`src/rtl/mem_req_arbiter_pkg.sv`:
```
// Shared types and defaults for the memory-request arbiter.
// Requester slot numbering and state encoding live here.
package mem_arb_pkg;

  localparam int DEF_NUM_REQ = 3;
  localparam int DEF_TIMEOUT = 64;

  localparam int REQ_IFETCH = 0;
  localparam int REQ_DATA   = 1;
  localparam int REQ_DMA    = 2;

  typedef enum logic [2:0] {
    IDLE    = 3'b001,
    ISSUE   = 3'b010,
    RELEASE = 3'b100
  } state_e;

  // Index width that stays legal for a single requester.
  function automatic int idx_w(input int n);
    return (n > 1) ? $clog2(n) : 1;
  endfunction

endpackage

```
`src/rtl/mem_req_arbiter_if.sv`:
```
// Requester-side and interpreter-side bus of the memory-request arbiter.
// slave = arbiter view, master = environment (requesters + interpreter) view.
interface mem_req_arbiter_if
  import mem_arb_pkg::*;
#(
  parameter int NUM_REQ = DEF_NUM_REQ
) ();

  localparam int IW = idx_w(NUM_REQ);

  logic [NUM_REQ*32-1:0] r_addr;
  logic [NUM_REQ*32-1:0] r_wdata;
  logic [NUM_REQ-1:0]    r_ren;
  logic [NUM_REQ-1:0]    r_wen;
  logic [NUM_REQ-1:0]    r_ack;
  logic [NUM_REQ-1:0]    r_err;
  logic [31:0]           r_rdata;
  logic [31:0]           m_addr;
  logic [31:0]           m_wdata;
  logic                  m_ren;
  logic                  m_wen;
  logic                  m_ack;
  logic [31:0]           m_rdata;
  logic                  busy;
  logic [IW-1:0]         grant_id;

  modport slave (
    input  r_addr, r_wdata, r_ren, r_wen, m_ack, m_rdata,
    output r_ack, r_err, r_rdata, m_addr, m_wdata, m_ren, m_wen, busy, grant_id
  );

  modport master (
    output r_addr, r_wdata, r_ren, r_wen, m_ack, m_rdata,
    input  r_ack, r_err, r_rdata, m_addr, m_wdata, m_ren, m_wen, busy, grant_id
  );

endinterface

```
`src/rtl/mem_req_arbiter_rr_pick.sv`:
```
// Combinational round-robin selector: first asserted request after last_grant,
// wrapping modulo NUM_REQ.
module rr_pick
  import mem_arb_pkg::*;
#(
  parameter int NUM_REQ = DEF_NUM_REQ
) (
  input  logic [NUM_REQ-1:0]         req,
  input  logic [idx_w(NUM_REQ)-1:0]  last_grant,
  output logic                       valid,
  output logic [idx_w(NUM_REQ)-1:0]  index
);

  localparam int          IW = idx_w(NUM_REQ);
  localparam int unsigned N  = NUM_REQ;

  logic [IW-1:0] slot;

  always_comb begin
    valid = 1'b0;
    index = '0;
    slot  = '0;
    for (int unsigned k = 1; k <= N; k++) begin
      slot = IW'((32'(last_grant) + k) % N);
      if (!valid && req[slot]) begin
        valid = 1'b1;
        index = slot;
      end
    end
  end

endmodule

```
`src/rtl/mem_req_arbiter.sv`:
```
// Round-robin arbiter sharing one four-phase memory port among NUM_REQ requesters,
// with one-cycle completion pulses and a timeout abort for accesses never acked.
module mem_req_arbiter
  import mem_arb_pkg::*;
#(
  parameter int NUM_REQ = DEF_NUM_REQ,
  parameter int TIMEOUT = DEF_TIMEOUT
) (
  input  logic             clk,
  input  logic             rst,
  mem_req_arbiter_if.slave bus
);

  localparam int IW = idx_w(NUM_REQ);
  localparam int CW = (TIMEOUT > 1) ? $clog2(TIMEOUT) : 1;

  state_e                   state;
  logic [IW-1:0]            last_grant;
  logic [IW-1:0]            grant_q;
  logic [CW-1:0]            cnt;
  logic [NUM_REQ-1:0]       req;
  logic                     pick_valid;
  logic [IW-1:0]            pick_idx;
  logic [NUM_REQ-1:0][31:0] addr_arr;
  logic [NUM_REQ-1:0][31:0] wdata_arr;

  logic [31:0]              m_addr_q;
  logic [31:0]              m_wdata_q;
  logic                     m_ren_q;
  logic                     m_wen_q;
  logic [NUM_REQ-1:0]       r_ack_q;
  logic [NUM_REQ-1:0]       r_err_q;
  logic [31:0]              r_rdata_q;

  assign req       = bus.r_ren | bus.r_wen;
  assign addr_arr  = bus.r_addr;
  assign wdata_arr = bus.r_wdata;

  rr_pick #(.NUM_REQ(NUM_REQ)) u_pick (
    .req        (req),
    .last_grant (last_grant),
    .valid      (pick_valid),
    .index      (pick_idx)
  );

  always_ff @(posedge clk) begin
    if (rst) begin
      state      <= IDLE;
      last_grant <= IW'(NUM_REQ - 1);
      grant_q    <= '0;
      cnt        <= '0;
      m_addr_q   <= '0;
      m_wdata_q  <= '0;
      m_ren_q    <= 1'b0;
      m_wen_q    <= 1'b0;
      r_ack_q    <= '0;
      r_err_q    <= '0;
      r_rdata_q  <= '0;
    end else begin
      r_ack_q   <= '0;
      r_err_q   <= '0;
      r_rdata_q <= '0;
      case (state)
        IDLE: begin
          if (pick_valid) begin
            m_addr_q   <= addr_arr[pick_idx];
            m_wdata_q  <= wdata_arr[pick_idx];
            // A requester raising both strobes is served as a read.
            m_ren_q    <= bus.r_ren[pick_idx];
            m_wen_q    <= ~bus.r_ren[pick_idx];
            grant_q    <= pick_idx;
            last_grant <= pick_idx;
            cnt        <= '0;
            state      <= ISSUE;
          end
        end
        ISSUE: begin
          if (bus.m_ack) begin
            r_ack_q[grant_q] <= 1'b1;
            r_rdata_q        <= m_ren_q ? bus.m_rdata : '0;
            m_ren_q          <= 1'b0;
            m_wen_q          <= 1'b0;
            state            <= RELEASE;
          end else if (cnt == CW'(TIMEOUT - 1)) begin
            r_ack_q[grant_q] <= 1'b1;
            r_err_q[grant_q] <= 1'b1;
            m_ren_q          <= 1'b0;
            m_wen_q          <= 1'b0;
            state            <= RELEASE;
          end else begin
            cnt <= cnt + 1'b1;
          end
        end
        RELEASE: begin
          if (!bus.m_ack) state <= IDLE;
        end
        default: state <= IDLE;
      endcase
    end
  end

  assign bus.m_addr   = m_addr_q;
  assign bus.m_wdata  = m_wdata_q;
  assign bus.m_ren    = m_ren_q;
  assign bus.m_wen    = m_wen_q;
  assign bus.r_ack    = r_ack_q;
  assign bus.r_err    = r_err_q;
  assign bus.r_rdata  = r_rdata_q;
  assign bus.grant_id = grant_q;
  assign bus.busy     = (state != IDLE);

endmodule

```
`src/flat_wrapper.sv`:
```
// flat-port wrapper written by rule: the top's interface ports become plain ports
module mem_req_arbiter_flat import mem_arb_pkg::*;
#(
  parameter int NUM_REQ = DEF_NUM_REQ,
  parameter int TIMEOUT = DEF_TIMEOUT
)
  (clk, rst, bus_r_addr, bus_r_wdata, bus_r_ren, bus_r_wen, bus_m_ack, bus_m_rdata, bus_r_ack, bus_r_err, bus_r_rdata, bus_m_addr, bus_m_wdata, bus_m_ren, bus_m_wen, bus_busy, bus_grant_id);
  mem_req_arbiter_if #(.NUM_REQ(NUM_REQ)) bus_i ();
  input  logic clk;
  input  logic rst;
  input wire logic [$bits(bus_i.r_addr)-1:0] bus_r_addr;
  input wire logic [$bits(bus_i.r_wdata)-1:0] bus_r_wdata;
  input wire logic [$bits(bus_i.r_ren)-1:0] bus_r_ren;
  input wire logic [$bits(bus_i.r_wen)-1:0] bus_r_wen;
  input wire logic [$bits(bus_i.m_ack)-1:0] bus_m_ack;
  input wire logic [$bits(bus_i.m_rdata)-1:0] bus_m_rdata;
  output wire logic [$bits(bus_i.r_ack)-1:0] bus_r_ack;
  output wire logic [$bits(bus_i.r_err)-1:0] bus_r_err;
  output wire logic [$bits(bus_i.r_rdata)-1:0] bus_r_rdata;
  output wire logic [$bits(bus_i.m_addr)-1:0] bus_m_addr;
  output wire logic [$bits(bus_i.m_wdata)-1:0] bus_m_wdata;
  output wire logic [$bits(bus_i.m_ren)-1:0] bus_m_ren;
  output wire logic [$bits(bus_i.m_wen)-1:0] bus_m_wen;
  output wire logic [$bits(bus_i.busy)-1:0] bus_busy;
  output wire logic [$bits(bus_i.grant_id)-1:0] bus_grant_id;
  assign bus_i.r_addr = bus_r_addr;
  assign bus_i.r_wdata = bus_r_wdata;
  assign bus_i.r_ren = bus_r_ren;
  assign bus_i.r_wen = bus_r_wen;
  assign bus_i.m_ack = bus_m_ack;
  assign bus_i.m_rdata = bus_m_rdata;
  assign bus_r_ack = bus_i.r_ack;
  assign bus_r_err = bus_i.r_err;
  assign bus_r_rdata = bus_i.r_rdata;
  assign bus_m_addr = bus_i.m_addr;
  assign bus_m_wdata = bus_i.m_wdata;
  assign bus_m_ren = bus_i.m_ren;
  assign bus_m_wen = bus_i.m_wen;
  assign bus_busy = bus_i.busy;
  assign bus_grant_id = bus_i.grant_id;
  mem_req_arbiter #(.NUM_REQ(NUM_REQ), .TIMEOUT(TIMEOUT)) u_core (.clk(clk), .rst(rst), .bus(bus_i));
endmodule
```
`config.mk`:
```
export PLATFORM = sky130hd
export DESIGN_NAME = mem_req_arbiter_flat
export DESIGN_NICKNAME = d
export VERILOG_FILES = /design/src/rtl/mem_req_arbiter_pkg.sv /design/src/rtl/mem_req_arbiter_if.sv /design/src/rtl/mem_req_arbiter_rr_pick.sv /design/src/rtl/mem_req_arbiter.sv /design/src/flat_wrapper.sv
export SDC_FILE = /design/constraint.sdc
export NUM_CORES = 1
export LEC_CHECK = 0
export ABC_AREA = 1
export BUFFER_PORTS_ARGS = -buffer_cell sky130_fd_sc_hd__clkbuf_2
export CORE_AREA = 2 2 131 133
export CTS_CLUSTER_SIZE = 20
export DETAILED_ROUTE_END_ITERATION = 6
export DIE_AREA = 0 0 133 135
export HOLD_SLACK_MARGIN = 0.02
export PLACE_DENSITY_LB_ADDON = 0.25
export SLEW_MARGIN = 20
export SYNTH_ARGS = -nofsm -noshare
export SYNTH_HDL_FRONTEND = slang
export SYNTH_SLANG_ARGS = --single-unit
```
`constraint.sdc`:
```
create_clock -name clk -period 3 [get_ports clk]
set_clock_uncertainty 0.15 [all_clocks]
set_input_delay 0.6 -clock clk [delete_from_list [all_inputs] [get_ports clk]]
set_output_delay 0.6 -clock clk [all_outputs]
set_load 0.05 [all_outputs]
```
==> run metrics <==
initial antenna violation count 0; Post-synth top cells nand2_1 (240), inv_1 (177), nor2_1 (130); met3 WL 1476 µm; RSZ-0062 raised after global routing false; flops & latches, synth 116; DR DRC count 0; area grow syn2layout 38.81%; final setup fails 0; insertion delay to the later sink of the worst-skew pair 0.40 ns; Final #Nets 1542; VDD IR max 0.8147 mV; DIE HEIGHT 135 µm; Final Slew Violations 0; worst path cell trace inv_1 -> ha_1 -> inv_1 -> nor2_1 -> nand2_1 -> nand2_1 -> nor2_2 -> nand3_1 -> nand2_2 -> nand2_4 -> nor2_8 -> buf_4 -> nand3_1 -> a21oi_1; asr flop ratio synth 0; Fin Setup TNS 0 ns; H-tree levels 4; synth top area cells dfxtp_1 (37%), nand2_1 (14%), inv_1 (11%); # hold bufs at CTS 0; maximum buffer depth of the clock tree 2; first-pass GRT wire length 31910 µm; met2 WL 9855 µm; Yosys warnings 0; f_max 0.3645 GHz; Critical Path Max Stage Delay 0.38 ns; vias in the first global route 6687; die width 133 µm; DR top layer met4; Post-Synthesis Cells 984; CTS clk-pin slew, worst paths 0.06 ns; setup repair bufs after CTS 0; starting density of the core 0.3846; crit share post-route 0.9144; Post-CTS Resized 0; max cap viols 0; CP delay by family, top simple AND/OR/NAND/NOR gates; largest net degree at the start of global routing 45; Setup CP Type reg2reg; port bufs 339; synthesized net count 1221; most common flop cell mapped by yosys dfxtp_1; post-DP HPWL 15000 µm; Final GP Congestion 0.8739; Max FO, Critical Path 17; TritonRoute pass-1 iters 5; worst slew pin tran 0.4717 ns; Syn Area/Cell 6.412 µm²; final wirelength 20100 µm; status completed; Slew headroom 0.6856; area fraction of the dominant cell type after synthesis 0.3680; Worst EP required 3.19 ns; DR WL/cell 13.08 µm; Buf/Inv on CP 3; core box area 16410 µm²; Metal-1 WL 8373 µm; minimum clock period 2.743 ns; critical path launch point type flop; Fillers 1675; post-route ant nets 0; number of synthesized flops with an enable pin 0; fin area 8758 µm²; Power Density 1331 nW/µm²; Root Buffer clkbuf_16; total power 11.66 mW; Worst EP arrival 2.93 ns; GR Overflow Total 0; mapped cell area 6310 µm²; total clock sinks 116; cts bufs inserted 17; leakage power 5.008 nW; Distinct cells, synth 33; total number of vias 6950; DRT iter0 DRCs 224; die area 17960 µm²; total track usage 0.2219; count leader, synth nand2_1; Seq/Total Area, Yosys 0.3680; Hold Fails Final Rpt 0; cell row count 47; ant diodes 0; largest area contributor in the netlist dfxtp_1; crit path capture type flop; Worst Hold Class in2reg; IO Pins 340; clock tree from TritonCTS yes; layout cells sized above 1 0.3128; DP Area 8147 µm²; vias per cell 4.522; slowest CP cell dfxtp_1
## per-stage QoR
stage	std cells	hold slack, ns	worst slack, ns	utilization
finish	1537	0.2277	0.2568	0.5338
CTS	1537	0.2033	0.2618	0.5338
floorplan	984	0.2890	0.6650	-
global route	1537	0.2045	0.02716	0.5338
global placement	1506	0.2999	0.3268	0.4965
detailed placement	1506	0.3047	0.2739	0.4965
## cells by family (layout without fill, tap and decap cells)
family,count (synthesis),after routing,share of synthesized area
AOI/OAI and AO/OA,94,94,0.07892
xor gates and xnor gates,1,1,0.001388
adders and majority gates,4,4,0.007932
buffers and inverters,238,571,0.1630
DFF,116,116,0.3680
and+or+nand+nor,531,531,0.3807
## worst reg2reg max path, delay by kind of cell (launching register included)
family                   cells  cell delay (ns)
flip-flops                   1             0.38
AND/OR/NAND/NOR              9             1.10
AO/OA/AOI/OAI                1             0.16
adder cells (fa/ha/maj)      1             0.34
buffers and inverters        3             0.54
## flip-flops by register name, summed over array words and instances, names as in the netlist
name / count
u_core.last_grant: 1
u_core.bus.m_addr: 32
u_core.cnt: 6
u_core.bus.r_err: 3
u_core.bus.grant_id: 2
u_core.bus.m_ren: 1
u_core.state: 3
u_core.bus.m_wdata: 32
u_core.bus.m_wen: 1
u_core.bus.r_ack: 3
u_core.bus.r_rdata: 32
## per-layer routing
layer | GRT usage | vias to the layer above
li1 | - | 3640
met1 | 0.2559 | 2992
met2 | 0.3998 | 286
met3 | 0.05143 | 32
met4 | 0.08423 | 0
met5 | 0 | -
## cell usage in the layout (no fill, tap or decap), types with 2 or more instances in the layout
cell | Yosys | routed
a21oi_1 | 55 | 55
a21oi_2 | 2 | 2
buf_12 | 0 | 6
buf_4 | 12 | 11
bufinv_16 | 0 | 3
clkbuf_16 | 0 | 17
clkbuf_2 | 1 | 339
clkinv_1 | 2 | 2
clkinv_4 | 0 | 2
clkinvlp_4 | 0 | 4
dfxtp_1 | 116 | 116
ha_1 | 4 | 4
inv_1 | 177 | 177
inv_2 | 5 | 5
inv_6 | 0 | 4
nand2_1 | 240 | 240
nand2_2 | 6 | 6
nand2_4 | 4 | 4
nand3_1 | 92 | 92
nand3_2 | 2 | 2
nand3b_1 | 43 | 43
nor2_1 | 130 | 130
nor2_8 | 2 | 2
nor3_1 | 2 | 2
nor4_1 | 6 | 6
o21ai_0 | 13 | 13
o21ai_1 | 20 | 20
## final timing paths
kind	start	endpoint	slack, ns	cells past startpoint
max reg2reg	u_core.bus.grant_id[0]	u_core.bus.m_addr[30]	0.26	14
max	u_core.bus.grant_id[0]	u_core.bus.m_addr[30]	0.26	14
min	bus_m_rdata[26]	u_core.bus.r_rdata[26]	0.23	3
min reg2reg	u_core.cnt[5]	u_core.cnt[5]	0.32	2
## report_power, final
part	internal (mW)	total (mW)	switching (mW)
registers	1.93	2.12	0.192
logic	2.24	7.44	5.21
clock network	1.34	2.10	0.763
total	5.50	11.7	6.16
## area by class of cell
class                      instances  area, µm²  share of cell area
sequential                       116       2322              0.2651
clock inverter                    13      172.7             0.01971
multi-input combinational        630       2959              0.3379
clock buffer                      18      439.2             0.05014
inverter                         184      690.7             0.07886
tap                              220      275.3             0.03143
timing repair buffer             356       1899              0.2169
(Power assumes the default switching activity.)
